===== config.mk =====
export PLATFORM = sky130hd
export DESIGN_NAME = fft_out_serializer
export DESIGN_NICKNAME = d
export VERILOG_FILES = /design/src/rtl/fft_out_serializer.sv
export SDC_FILE = /design/constraint.sdc
export NUM_CORES = 1
export LEC_CHECK = 0
export BUFFER_PORTS_ARGS = -buffer_cell sky130_fd_sc_hd__buf_4
export CAP_MARGIN = 0
export CORE_MARGIN = 2
export CORE_UTILIZATION = 36
export DETAILED_ROUTE_END_ITERATION = 7
export SETUP_SLACK_MARGIN = 0.1
export SYNTH_ARGS = -nofsm -noshare
export SYNTH_HDL_FRONTEND = slang
export SYNTH_SLANG_ARGS = --single-unit

===== constraint.sdc =====
create_clock -name clock -period 5.7 [get_ports clock]
set_clock_uncertainty 0.15 [all_clocks]
set_input_delay 0.855 -clock clock [delete_from_list [all_inputs] [get_ports clock]]
set_output_delay 0.855 -clock clock [all_outputs]
set_load 0.005 [all_outputs]

===== src/rtl/fft_out_serializer.sv =====
// fft_out_serializer: snapshots one frame of NPTS complex FFT results on
// readyin and streams them as 2*NPTS words (re, im per point) over a
// valid/ready handshake. Supports stalls, back-to-back frames and a sticky
// overrun flag for frames that arrive while a stream is in progress.
// Optional macro FFT_OUT_BITREV_EN: emit points in bit-reversed order.
module fft_out_serializer #(
  parameter int WIDTH = 8,
  parameter int NPTS  = 4
) (
  input  logic                  clock,
  input  logic                  n_rst,
  input  logic                  readyin,
  input  logic [NPTS*WIDTH-1:0] din_re,
  input  logic [NPTS*WIDTH-1:0] din_im,
  input  logic                  out_ready,
  output logic [WIDTH-1:0]      y,
  output logic                  y_valid,
  output logic                  y_last,
  output logic                  busy,
  output logic                  overrun
);

  localparam int PW = $clog2(NPTS);
  localparam int IW = PW + 1;
  localparam logic [IW-1:0] LAST_IDX = IW'(2 * NPTS - 1);

  typedef enum logic {IDLE, STREAM} state_t;

  state_t            state, state_nx;
  logic [IW-1:0]     idx;
  logic [IW-1:0]     idx_nx;
  logic [PW-1:0]     pt_nx;
  logic [WIDTH-1:0]  word_nx;
  logic [WIDTH-1:0]  snap_re [NPTS];
  logic [WIDTH-1:0]  snap_im [NPTS];
  logic              xfer;
  logic              capture;
  logic              advance;
  logic              drop;

  // Map a word index to the snapshot point it reads from.
  function automatic logic [PW-1:0] point_of(input logic [IW-1:0] i);
    logic [PW-1:0] k;
    logic [PW-1:0] r;
    k = i[IW-1:1];
`ifdef FFT_OUT_BITREV_EN
    for (int b = 0; b < PW; b++) r[b] = k[PW-1-b];
`else
    r = k;
`endif
    return r;
  endfunction

  assign y_valid = (state == STREAM);
  assign busy    = y_valid;
  assign y_last  = y_valid && (idx == LAST_IDX);
  assign xfer    = y_valid && out_ready;

  // Next word after the current one: even index is real, odd is imaginary.
  assign idx_nx  = idx + 1'b1;
  assign pt_nx   = point_of(idx_nx);
  assign word_nx = idx_nx[0] ? snap_im[pt_nx] : snap_re[pt_nx];

  // Next-state and control decode for the IDLE/STREAM sequencer.
  always_comb begin
    state_nx = state;
    capture  = 1'b0;
    advance  = 1'b0;
    drop     = 1'b0;
    case (state)
      IDLE: begin
        if (readyin) begin
          capture  = 1'b1;
          state_nx = STREAM;
        end
      end
      STREAM: begin
        if (xfer && (idx == LAST_IDX)) begin
          if (readyin) capture  = 1'b1;
          else         state_nx = IDLE;
        end else begin
          advance = xfer;
          drop    = readyin;
        end
      end
      default: state_nx = IDLE;
    endcase
  end

  // State register.
  always_ff @(posedge clock or negedge n_rst) begin
    if (!n_rst) state <= IDLE;
    else        state <= state_nx;
  end

  // Word counter, output word and sticky overrun flag.
  always_ff @(posedge clock or negedge n_rst) begin
    if (!n_rst) begin
      idx     <= '0;
      y       <= '0;
      overrun <= 1'b0;
    end else begin
      if (capture) begin
        // Point 0 is first in both natural and bit-reversed order.
        idx <= '0;
        y   <= din_re[WIDTH-1:0];
      end else if (advance) begin
        idx <= idx_nx;
        y   <= word_nx;
      end
      if (drop) overrun <= 1'b1;
    end
  end

  // Frame snapshot; pure data, so it carries no reset.
  always_ff @(posedge clock) begin
    if (capture) begin
      for (int p = 0; p < NPTS; p++) begin
        snap_re[p] <= din_re[p*WIDTH +: WIDTH];
        snap_im[p] <= din_im[p*WIDTH +: WIDTH];
      end
    end
  end

endmodule

After elaboration in Yosys (flattened, before gate mapping)
Memories as Yosys holds them, arrays and structs flattened.
Index checks and enable logic that the tools add are counted.
Cells by class
  add/subtract/negate cells: 1
  $mul: 0
  div/mod/pow operators: 0
  $lt $le $gt $ge: 0
  equality and inequality tests: 1
  shift operators: 0
  multiplexer cells: 16
  bitwise gates (word level): 1
  reduce and logical (&&, ||, !) cells: 4
Operators with widths (number)
  8-bit 2-to-1 mux: 3
  1-bit 2-to-1 mux: 9
  3-bit 2-to-1 mux: 2
  1-bit case mux with 2 select lines: 2
  3-bit by 1-bit adder with 3-bit output, second input constant: 1
  3-bit equality test, second input constant: 1
  1-bit logical AND: 3
  2-bit nonzero test: 1
  1-bit inverter: 1
Storage, ports and cells
  bits in registers: 13
  latch bits: 0
  RAM bits: 64
  bits in read-only memories: 0
  output and inout port bits: 12
  logic and storage cells: 29
  memories: 2
Memory list
  snap_im: words 4, bits a word 8, read ports 1, clocked after memory_dff 0, wr ports 4, line 35  | logic [WIDTH-1:0] snap_im [NPTS];
  snap_re: words 4, bits a word 8, read ports 1, clocked after memory_dff 0, wr ports 4, line 34  | logic [WIDTH-1:0] snap_re [NPTS];

Depth between registers and ports, before layout
Gate-level depths: netlist of the first run.
  depth in word-level cells: 6
  mapped depth: 7
  mapped depth without buffers: 5

Least setup slack after synthesis of the first run
No wires, ideal clock.
  kind: input-to-reg
  start: input out_ready
  end: memory snap_im[0][0] (enable)
  library setup time: 0.487 ns
  data arrival time: 3.925 ns
  required time: 5.063 ns
  slack: 1.138 ns
  cell stages on the path: 4
  cells stage by stage: buf_4 -> a21boi_4 -> buf_4 -> nor2_1
RTL lines
  start, declared: line 15  | input logic out_ready,
  end, declared: line 35

Final worst setup path of the first run
  start: register idx[0]
  end: register y[7]
On the way
  word-level cells in the longest chain between the ends: 5
  elaborated cells on any way between the ends: 13
Ends and longest elaborated chain
  start, declared: line 30  | logic [IW-1:0] idx;
  start signal, assigned: line 108  | idx <= idx_nx;
  3-bit by 1-bit adder with 3-bit output or 3-bit equality test (tied branches): line 60, 78
  memory 4 x 8 bit (tied with other cells)
  8-bit 2-to-1 mux or 1-bit 2-to-1 mux (tied branches): line 62, 78
  8-bit 2-to-1 mux (tied with other cells): line 107  | end else if (advance) begin
  8-bit 2-to-1 mux or 2-bit nonzero test (tied branches)
  end signal, assigned: line 106  | y <= din_re[WIDTH-1:0];
  end signal, assigned: line 109  | y <= word_nx;
  end, declared: line 16  | output logic [WIDTH-1:0] y,
Several ways; a longest one is shown, not always the timed one. The select of a mux whose other input is x is not followed.
A chain may end at the register's enable or synchronous reset.

==> run_results.csv, run 1 <==
group,metric,value,unit
status,outcome,"finished clean",
die,ioPinCount,80,
yosys,syn_area,3230,µm²
route,drtPass1Iterations,4,
yosys,syn_inst,177,
final_layout,final_area,4070,µm²
yosys,synth_most_common_cell,"edfxtp_1",
clocking,post_cts_buffers,0,
yosys,synth.largest_area_cell,"edfxtp_1",
placed_design,gp_congestion,0.801,
power,max-vdd-ir-drop,0.253,mV
job,drv_cap,0,
worst_setup_path,setup.worst_path.start,"idx[0]",
worst_setup_path,end_kind,"flip-flop",
yosys,synth_common_cells,"edfxtp_1 (64), o211ai_1 (16), dfrtp_1 (13)",
clocking,cts_resized,0,
sta,setup_tns,0,ps
worst_setup_path,cp.required,5770,ps
sta,rsz0062_at_grt,"no",
worst_setup_path,crit_chain,"ha_1 -> mux4_2 -> o211ai_1 -> a32oi_1",
power,p_switching,0.000541,W
yosys,synthDistinctLibCells,30,
sta,final.min_clock_period,2790,ps
power,p_leak,1.54,nW
placed_design,dp_hpwl,4480,µm
placed_design,portBuffers,79,
final_layout,antenna_cells,0,
sta,finalMaxSlewViolations,0,
power,swShare,0.307,
final_layout,nets,326,
die,die_area,9740,µm²
hold_path,hold_class,"in -> async",
sta,max_freq,359,MHz
sta,setup_viol,0,
placed_design,placed_area,3870,µm²
die,dieHeight,98.7,µm
yosys,yosys_warnings,0,
die,rows,34,
global_route,grt_usage,0.140,
yosys,yosys.area.top_type_share,0.595,
yosys,ys_seq_area_frac,0.696,
yosys,synthArstFlopShare,0.169,
yosys,synth_ff_type,"edfxtp_1",
yosys,synth-edff-count,64,
worst_setup_path,crit_family,"adder cells",
route,drt_iter0_drc,87,
clocking,cts_buffers,9,
power,p_int,0.00122,W
global_route,antenna_found_initial,0,
route,num_vias,1871,
die,die_x,98.7,µm
route,vias_per_cell,5.08,
yosys,synth.top_cells.by_area,"edfxtp_1 (60%), dfrtp_1 (10%), mux4_2 (6.3%), mux4_1 (5.7%), o211ai_1 (3.7%)",
route,drtAntennaViolNets,0,
worst_setup_path,path_max_fanout,17,
worst_setup_path,cp-start-kind,"flip-flop",
final_layout,drive_gt1_frac,0.438,
clocking,clk_latency,350,ps
clocking,cts_hold_buffers,0,
worst_setup_path,r2r_start,"idx[0]",
power,p_per_area,433,nW/µm²
power,pwr-share-seq,0.414,
sta,post-route-period-util,0.489,
worst_setup_path,path_class,"reg -> reg",
worst_setup_path,cpPeakStageDelay,1030,ps
global_route,grt_pass1_vias,1994,
clocking,root_buffer,"clkbuf_8",
sta,max_slew.worst_pin.slew,996,ps
clocking,cts_tree,"yes",
clocking,clock-sinks,77,
clocking,clk_pin_slew,80,ps
global_route,grt_max_degree,65,
power,clockPowerShare,0.231,
clocking,htree_levels,3,
final_layout,syn2layout_area_growth,26.1,%
worst_setup_path,crit_arrival,2850,ps
yosys,synth.avg_cell_area,18.2,µm²
worst_setup_path,cp_slowest_cell,"ha_1",
power,p_comb_frac,0.355,
die,fp.coreArea,8720,µm²
global_route,grt_overflow,0,
yosys,ys_ff_latch,77,
route,drc,0,
global_route,grt_pass1_wl,10300,µm
sta,worst_slew_margin_rel,0.336,
sta,hold_violations,0,
die,initial_core_util,0.370,
yosys,synth_fp_nets,247,
route,wl,6540,µm
final_layout,fillers,768,
clocking,clockBufferDepth,2,
route,wl_per_cell,17.8,µm
worst_setup_path,critical_path_buf_inv_count,0,
-- cell type report --
type                    instances  area [µm²]  share of cell area
clock inverters                 6        73.8              0.0181
repair buffers                 80         601               0.148
multi-input cells              76         846               0.208
inverters                      12        45.0              0.0111
flip-flops and latches         77        2250               0.552
clock buffers                   9         124              0.0304
well taps                     108         135              0.0332
-- layout by cell type (no fill, tap or decap), drive strengths merged --
cell type / count
mux4: 16
dfrtp: 13
nand2b: 1
o211ai: 16
nand2: 2
clkinv: 2
buf: 80
or2: 1
a21oi: 8
o22ai: 2
a32oi: 8
edfxtp: 64
or2b: 8
bufinv: 1
a21boi: 1
nor2b: 1
o21ai: 1
a22o: 3
clkinvlp: 2
nor2: 1
inv: 13
and2: 2
a21o: 2
clkbuf: 9
or3b: 1
ha: 2
-- logic make-up after synthesis --
family,Yosys count,share of synthesized area
flip-flops,77,0.696
adder cells (fa/ha/maj),2,0.00775
buffers and inverters,24,0.0446
AO/OA/AOI/OAI,41,0.0957
multiplexers,16,0.120
AND/OR/NAND/NOR,17,0.0364
-- layer usage --
| layer | track usage | wire length (µm) |
|---|---|---|
| met3 | 0.0397 | 357 |
| met1 | 0.182 | 2800 |
| met4 | 0.0443 | 90 |
| met5 | 0 | 0 |
| met2 | 0.230 | 3290 |
-- state kept, by name, indices dropped and copies added (netlist names) --
| name | count |
|---|---|
| busy | 1 |
| overrun | 1 |
| snap_re | 32 |
| idx | 3 |
| y | 8 |
| snap_im | 32 |
-- final timing paths --
check                               end  slack (ps)  cells past startpoint
worst max-delay path               y[7]        2910                      4
worst min-delay path             idx[0]         200                      1
worst max register to register     y[7]        2910                      4
worst min register to register  overrun         340                      1
max in group asynchronous          y[1]        5030                      1
min in group clock              overrun         340                      1
-- stage by stage --
stage                      util  total power (W)  cells  hold slack, ps  setup WS [ps]
after CTS                 0.467          0.00179    368             182           2840
after global routing      0.467          0.00186    368             192           2730
after detailed placement  0.444          0.00138    353             330           2860
after floorplan               -          0.00122    177             301           1140
final                     0.467          0.00176    368             196           2910
after global placement    0.444          0.00136    353             338           2940
-- power groups by stage --
stage / Clock, W / Sequential, W / Combinational [W]
after global routing: 0.000441 / 0.000737 / 0.000683
after CTS: 0.000422 / 0.000731 / 0.000640
after floorplan: 0 / 0.000725 / 0.000495
after global placement: 0 / 0.000742 / 0.000619
final: 0.000407 / 0.000730 / 0.000625
after detailed placement: 0 / 0.000744 / 0.000635
Power figures use the tool's default switching activity.
==> inputs of run 2 (changes only) <==
Settings changed: ABC_AREA from default to 1.
Clock period 5.7 ns to 2.3 ns, I/O delays scaled along.
==> run_results.csv, run 2 <==
group,metric,value,unit
die,dieHeight,103,µm
worst_setup_path,reg2reg_setup_slack,310,ps
worst_setup_path,reg2reg_to,"snap_im[2][1]",
worst_setup_path,path_max_fanout,64,
power,p_int,0.00304,W
die,initial_core_util,0.367,
power,p_per_area,1080,nW/µm²
yosys,synth.largest_area_cell,"edfxtp_1",
sta,final.min_clock_period,1990,ps
worst_setup_path,cp.required,2150,ps
final_layout,antenna_cells,0,
power,p_comb_frac,0.441,
clocking,root_buffer,"clkbuf_8",
final_layout,drive_gt1_frac,0.259,
sta,max_slew.worst_pin.slew,537,ps
yosys,syn_inst,364,
clocking,cts_tree,"yes",
hold_path,hold-path-endpoint,"snap_im[1][1]",
sta,hold_violations,0,
power,total_power,0.00497,W
worst_setup_path,path_class,"reg -> reg",
die,ioPinCount,80,
die,die_x,103,µm
job,drv_cap,0,
global_route,grt_max_degree,65,
route,drtPass1Iterations,4,
placed_design,portBuffers,79,
final_layout,multi_input_comb_area,877,µm²
yosys,synth_ff_type,"edfxtp_1",
worst_setup_path,crit_chain,"ha_2 -> ha_4 -> nand2_2 -> nand2_4 -> nand2_4 -> clkinvlp_4 -> buf_12",
worst_setup_path,crit_top_cell,"nand2_4",
global_route,grt_pass1_wl,11700,µm
worst_setup_path,r2r_cells,7,
power,clockPowerShare,0.198,
die,fp.coreArea,9680,µm²
global_route,grt_overflow,0,
yosys,synthArstFlopShare,0.169,
yosys,syn_area,3560,µm²
yosys,synth_common_cells,"nand2_1 (117), inv_1 (78), edfxtp_1 (64)",
power,pwr-share-seq,0.361,
route,num_vias,2538,
yosys,ys_seq_area_frac,0.632,
clocking,cts_resized,0,
hold_path,hold_class,"in -> reg",
placed_design,dp_hpwl,5060,µm
clocking,clk_pin_slew,80,ps
status,outcome,"finished clean",
worst_setup_path,critical_path_buf_inv_count,2,
yosys,synth_most_common_cell,"nand2_1",
worst_setup_path,cp_slowest_cell,"dfrtp_1",
clocking,cts_buffers,9,
clocking,htree_levels,3,
worst_setup_path,end_kind,"flip-flop",
final_layout,layout_commonest_cell,"nand2_1",
route,drc,0,
sta,whs,26.1,ps
worst_setup_path,cp-start-kind,"flip-flop",
clocking,clockBufferDepth,2,
sta,setup_viol,0,
route,vias_per_cell,4.26,
yosys,ys_ff_latch,77,
clocking,cts_hold_buffers,1,
global_route,grt_usage,0.149,
final_layout,seq_area,2250,µm²
clocking,post_cts_buffers,0,
worst_setup_path,crit_family,"flip-flops",
power,swShare,0.389,
worst_setup_path,crit_arrival,1840,ps
route,wl_per_cell,12.4,µm
route,drt_iter0_drc,113,
die,die_area,10700,µm²
power,max-vdd-ir-drop,0.592,mV
power,p_leak,2.18,nW
worst_setup_path,cpPeakStageDelay,410,ps
placed_design,gp_congestion,0.788,
clocking,clk_latency,340,ps
final_layout,top_regs,"snap_im: 32 flops, snap_re: 32 flops, y: 8 flops",
global_route,antenna_found_initial,0,
global_route,grt_pass1_vias,2446,
yosys,synth_fp_nets,434,
yosys,synth-edff-count,64,
final_layout,syn2layout_area_growth,29.0,%
route,wl,7380,µm
yosys,synthDistinctLibCells,22,
yosys,yosys.area.top_type_share,0.540,
final_layout,nets,528,
sta,rsz0062_at_grt,"no",
route,drtAntennaViolNets,0,
clocking,clock-sinks,77,
sta,finalMaxSlewViolations,0,
yosys,synth.avg_cell_area,9.78,µm²
sta,max_freq,503,MHz
sta,worst_slew_margin_rel,0.641,
hold_path,min_from,"din_im[9]",
final_layout,layout_common_cells,"nand2_1 (116), buf_4 (81), inv_1 (77), edfxtp_1 (64), nand3_1 (46)",
worst_setup_path,r2r_start,"idx[0]",
sta,post-route-period-util,0.864,
final_layout,fillers,910,
yosys,synth.top_cells.by_area,"edfxtp_1 (54%), nand2_1 (12%), dfrtp_1 (9.1%), inv_1 (8.2%), nand3_1 (6.5%)",
power,p_switching,0.00193,W
yosys,yosys_warnings,0,
die,rows,36,
hold_path,whs_path_depth,1,
==> run 2: cell count changes in the layout (fill, tap and decap cells not counted), moves of 9 or more <==
| cell | before | now |
|---|---|---|
| mux4_2 | 9 | 0 |
| nand3_1 | 0 | 46 |
| dlygate4sd3_1 | 0 | 15 |
| o211ai_1 | 16 | 0 |
| nand2_1 | 2 | 116 |
| inv_1 | 10 | 77 |
==> run 2: worst max path at each step <==
stage	depth (start not counted)	slack, ps	startpoint	endpoint
2_1_floorplan	6	-140	idx[0]	snap_im[0][0]
3_3_place_gp	7	350	idx[0]	snap_im[3][4]
3_5_place_dp	7	320	idx[0]	snap_im[3][2]
4_1_cts	7	310	idx[0]	snap_im[1][2]
5_1_grt	9	170	idx[1]	y[2]
6_report	7	310	idx[0]	snap_im[2][1]
==> run 2: per-stage QoR <==
step                TNS (ps)  setup WS, ps  instances   util  area (µm²)
global placement           0           346        565  0.439        4250
global route               0           175        596  0.474        4590
floorplan              -9000          -141        364      -        3580
CTS                        0           313        582  0.460        4450
detailed placement         0           320        565  0.439        4250
finish                     0           312        596  0.474        4590
==> run 2: layout make-up <==
type	instances	share of cell area
clock buffers	10	0.0278
clock inverters	6	0.0139
inverters	87	0.0720
multi-input cells	186	0.191
flip-flops and latches	77	0.490
well taps	133	0.0362
repair buffers	97	0.170
==> run 2: logic make-up after synthesis <==
family / count (synthesis) / synth area share
buf+inv: 101 / 0.127
compound gates: 6 / 0.0134
simple gates: 178 / 0.221
flops: 77 / 0.632
fa+ha+maj: 2 / 0.00703
==> run 2: routing by layer <==
layer | vias up | GRT usage | wire length (µm)
met5 | - | 0 | 0
met4 | 0 | 0.0526 | 46
met3 | 4 | 0.0457 | 494
met2 | 76 | 0.230 | 3670
met1 | 1155 | 0.198 | 3170
li1 | 1303 | - | -
==> run 2: power groups by stage <==
stage / logic (W) / registers [W] / clock network [W]
4_1_cts: 0.00221 / 0.00180 / 0.00102
6_report: 0.00219 / 0.00179 / 0.000984
2_1_floorplan: 0.00167 / 0.00180 / 0
5_1_grt: 0.00253 / 0.00181 / 0.00108
3_3_place_gp: 0.00216 / 0.00183 / 0
3_5_place_dp: 0.00220 / 0.00183 / 0
==> inputs of run 3 (changes only) <==
Settings changed: REMOVE_ABC_BUFFERS from default to 1.
==> run_results.csv, run 3 (same netlist as run 2, synthesis figures left out) <==
group,metric,value,unit
final_layout,drive_gt1_frac,0.253,
sta,setup_tns,0,ps
die,ioPinCount,80,
power,total_power,0.00547,W
power,max-vdd-ir-drop,0.545,mV
worst_setup_path,path_max_fanout,19,
job,drv_cap,0,
status,outcome,"finished clean",
die,die_x,103,µm
final_layout,syn2layout_area_growth,35.4,%
die,dieHeight,103,µm
die,rows,36,
sta,final.min_clock_period,2020,ps
power,p_per_area,1130,nW/µm²
sta,finalMaxSlewViolations,0,
worst_setup_path,cp-start-kind,"flip-flop",
clocking,clockBufferDepth,2,
route,drc,0,
final_layout,nets,545,
global_route,grt_max_degree,40,
route,met1_length,3370,µm
sta,worst_slew_margin_rel,0.757,
sta,rsz0062_at_grt,"no",
clocking,post_cts_buffers,0,
clocking,root_buffer,"clkbuf_8",
route,vias_per_cell,4.27,
sta,max_slew.worst_pin.slew,363,ps
global_route,grt_usage,0.150,
placed_design,dp.cells,570,
clocking,htree_levels,3,
route,maxUsedRoutingLayer,"met4",
global_route,grt_pass1_wl,11600,µm
die,initial_core_util,0.367,
hold_path,hold_class,"in -> reg",
placed_design,gp_congestion,0.731,
final_layout,antenna_cells,0,
sta,post-route-period-util,0.878,
global_route,grt_overflow,0,
route,wl_per_cell,12.5,µm
route,drtPass1Iterations,4,
route,num_vias,2614,
clocking,clk_latency,350,ps
final_layout,layout_common_cells,"nand2_1 (117), buf_4 (85), inv_1 (77), edfxtp_1 (64), nand3_1 (46)",
route,drtAntennaViolNets,0,
die,die_area,10700,µm²
sta,setup_viol,0,
worst_setup_path,path_class,"reg -> reg",
global_route,antenna_found_initial,0,
route,drt_iter0_drc,79,
clocking,clock-sinks,77,
worst_setup_path,crit_arrival,2110,ps
sta,hold_violations,0,
final_layout,utilization,0.497,
placed_design,portBuffers,79,
clocking,cts_tree,"yes",
clocking,clk_pin_slew,80,ps
worst_setup_path,end_kind,"flip-flop",
route,wl_met2,3830,µm
final_layout,layout_commonest_cell,"nand2_1",
route,wl_met3,323,µm
clocking,cts_buffers,9,
placed_design,dp_hpwl,5110,µm
final_layout,top_regs,"snap_im: 32 flops, snap_re: 32 flops, y: 8 flops",
sta,max_freq,495,MHz
final_layout,finalNonFillerCells,612,
worst_setup_path,cp.required,2400,ps
die,fp.coreArea,9680,µm²
global_route,grt_pass1_vias,2426,
route,wl,7640,µm
power,p_leak,2.31,nW
[run 3: timing repair]
action / CTS / global route
endpoints found under the hold margin: 13 / 26
hold buffers: 1 / 26
gates resized for setup: 0 / 1
endpoints found under the setup margin: 0 / 8
[run 3: metrics by stage]
stage / setup slack, ps / hold WS (ps) / cell area (µm²)
2_1_floorplan: -529 / -101 / 3430
3_3_place_gp: 330 / 54.1 / 4280
3_5_place_dp: 255 / 55.6 / 4280
4_1_cts: 236 / 0.739 / 4550
5_1_grt: 164 / 0.0253 / 4820
6_report: 281 / 9.76 / 4820
[run 3: where the power goes]
part	switching [W]	internal, W
clock	0.000479	0.000855
sequential	0.0000896	0.00170
combinational	0.00140	0.000941
[run 3: critical path, stage by stage, from the launching register on]
cell	delay, ps
dfrtp_1	420
ha_1	220
ha_1	200
nand2_1	110
nand2_4	140
nand2_4	110
nand2_4	130
or2_2	310
nand2_1	70
inv_1	40
[run 3: cell type report]
class / instances / area [µm²]
multi-input cells: 186 / 867
repair buffers: 114 / 948
well taps: 133 / 166
flip-flops and latches: 77 / 2250
inverters: 87 / 327
clock inverters: 4 / 120
clock buffers: 11 / 141
fillers: 911 / 4870
[run 3: worst paths after layout]
kind,startpoint,to,slack (ps),cells past startpoint
setup reg to reg,idx[0],y[7],280,9
max in group asynchronous,n_rst,y[6],1590,2
setup / recovery,idx[0],y[7],280,9
hold / removal,din_im[16],snap_im[2][0],10,1
min in group asynchronous,n_rst,idx[2],230,2
hold reg to reg,idx[1],idx[1],360,2
[run 3: per-layer routing]
layer / up-vias / track usage
met3: 12 / 0.0397
met1: 1211 / 0.186
met5: - / 0
met4: 0 / 0.0577
li1: 1341 / -
met2: 50 / 0.250
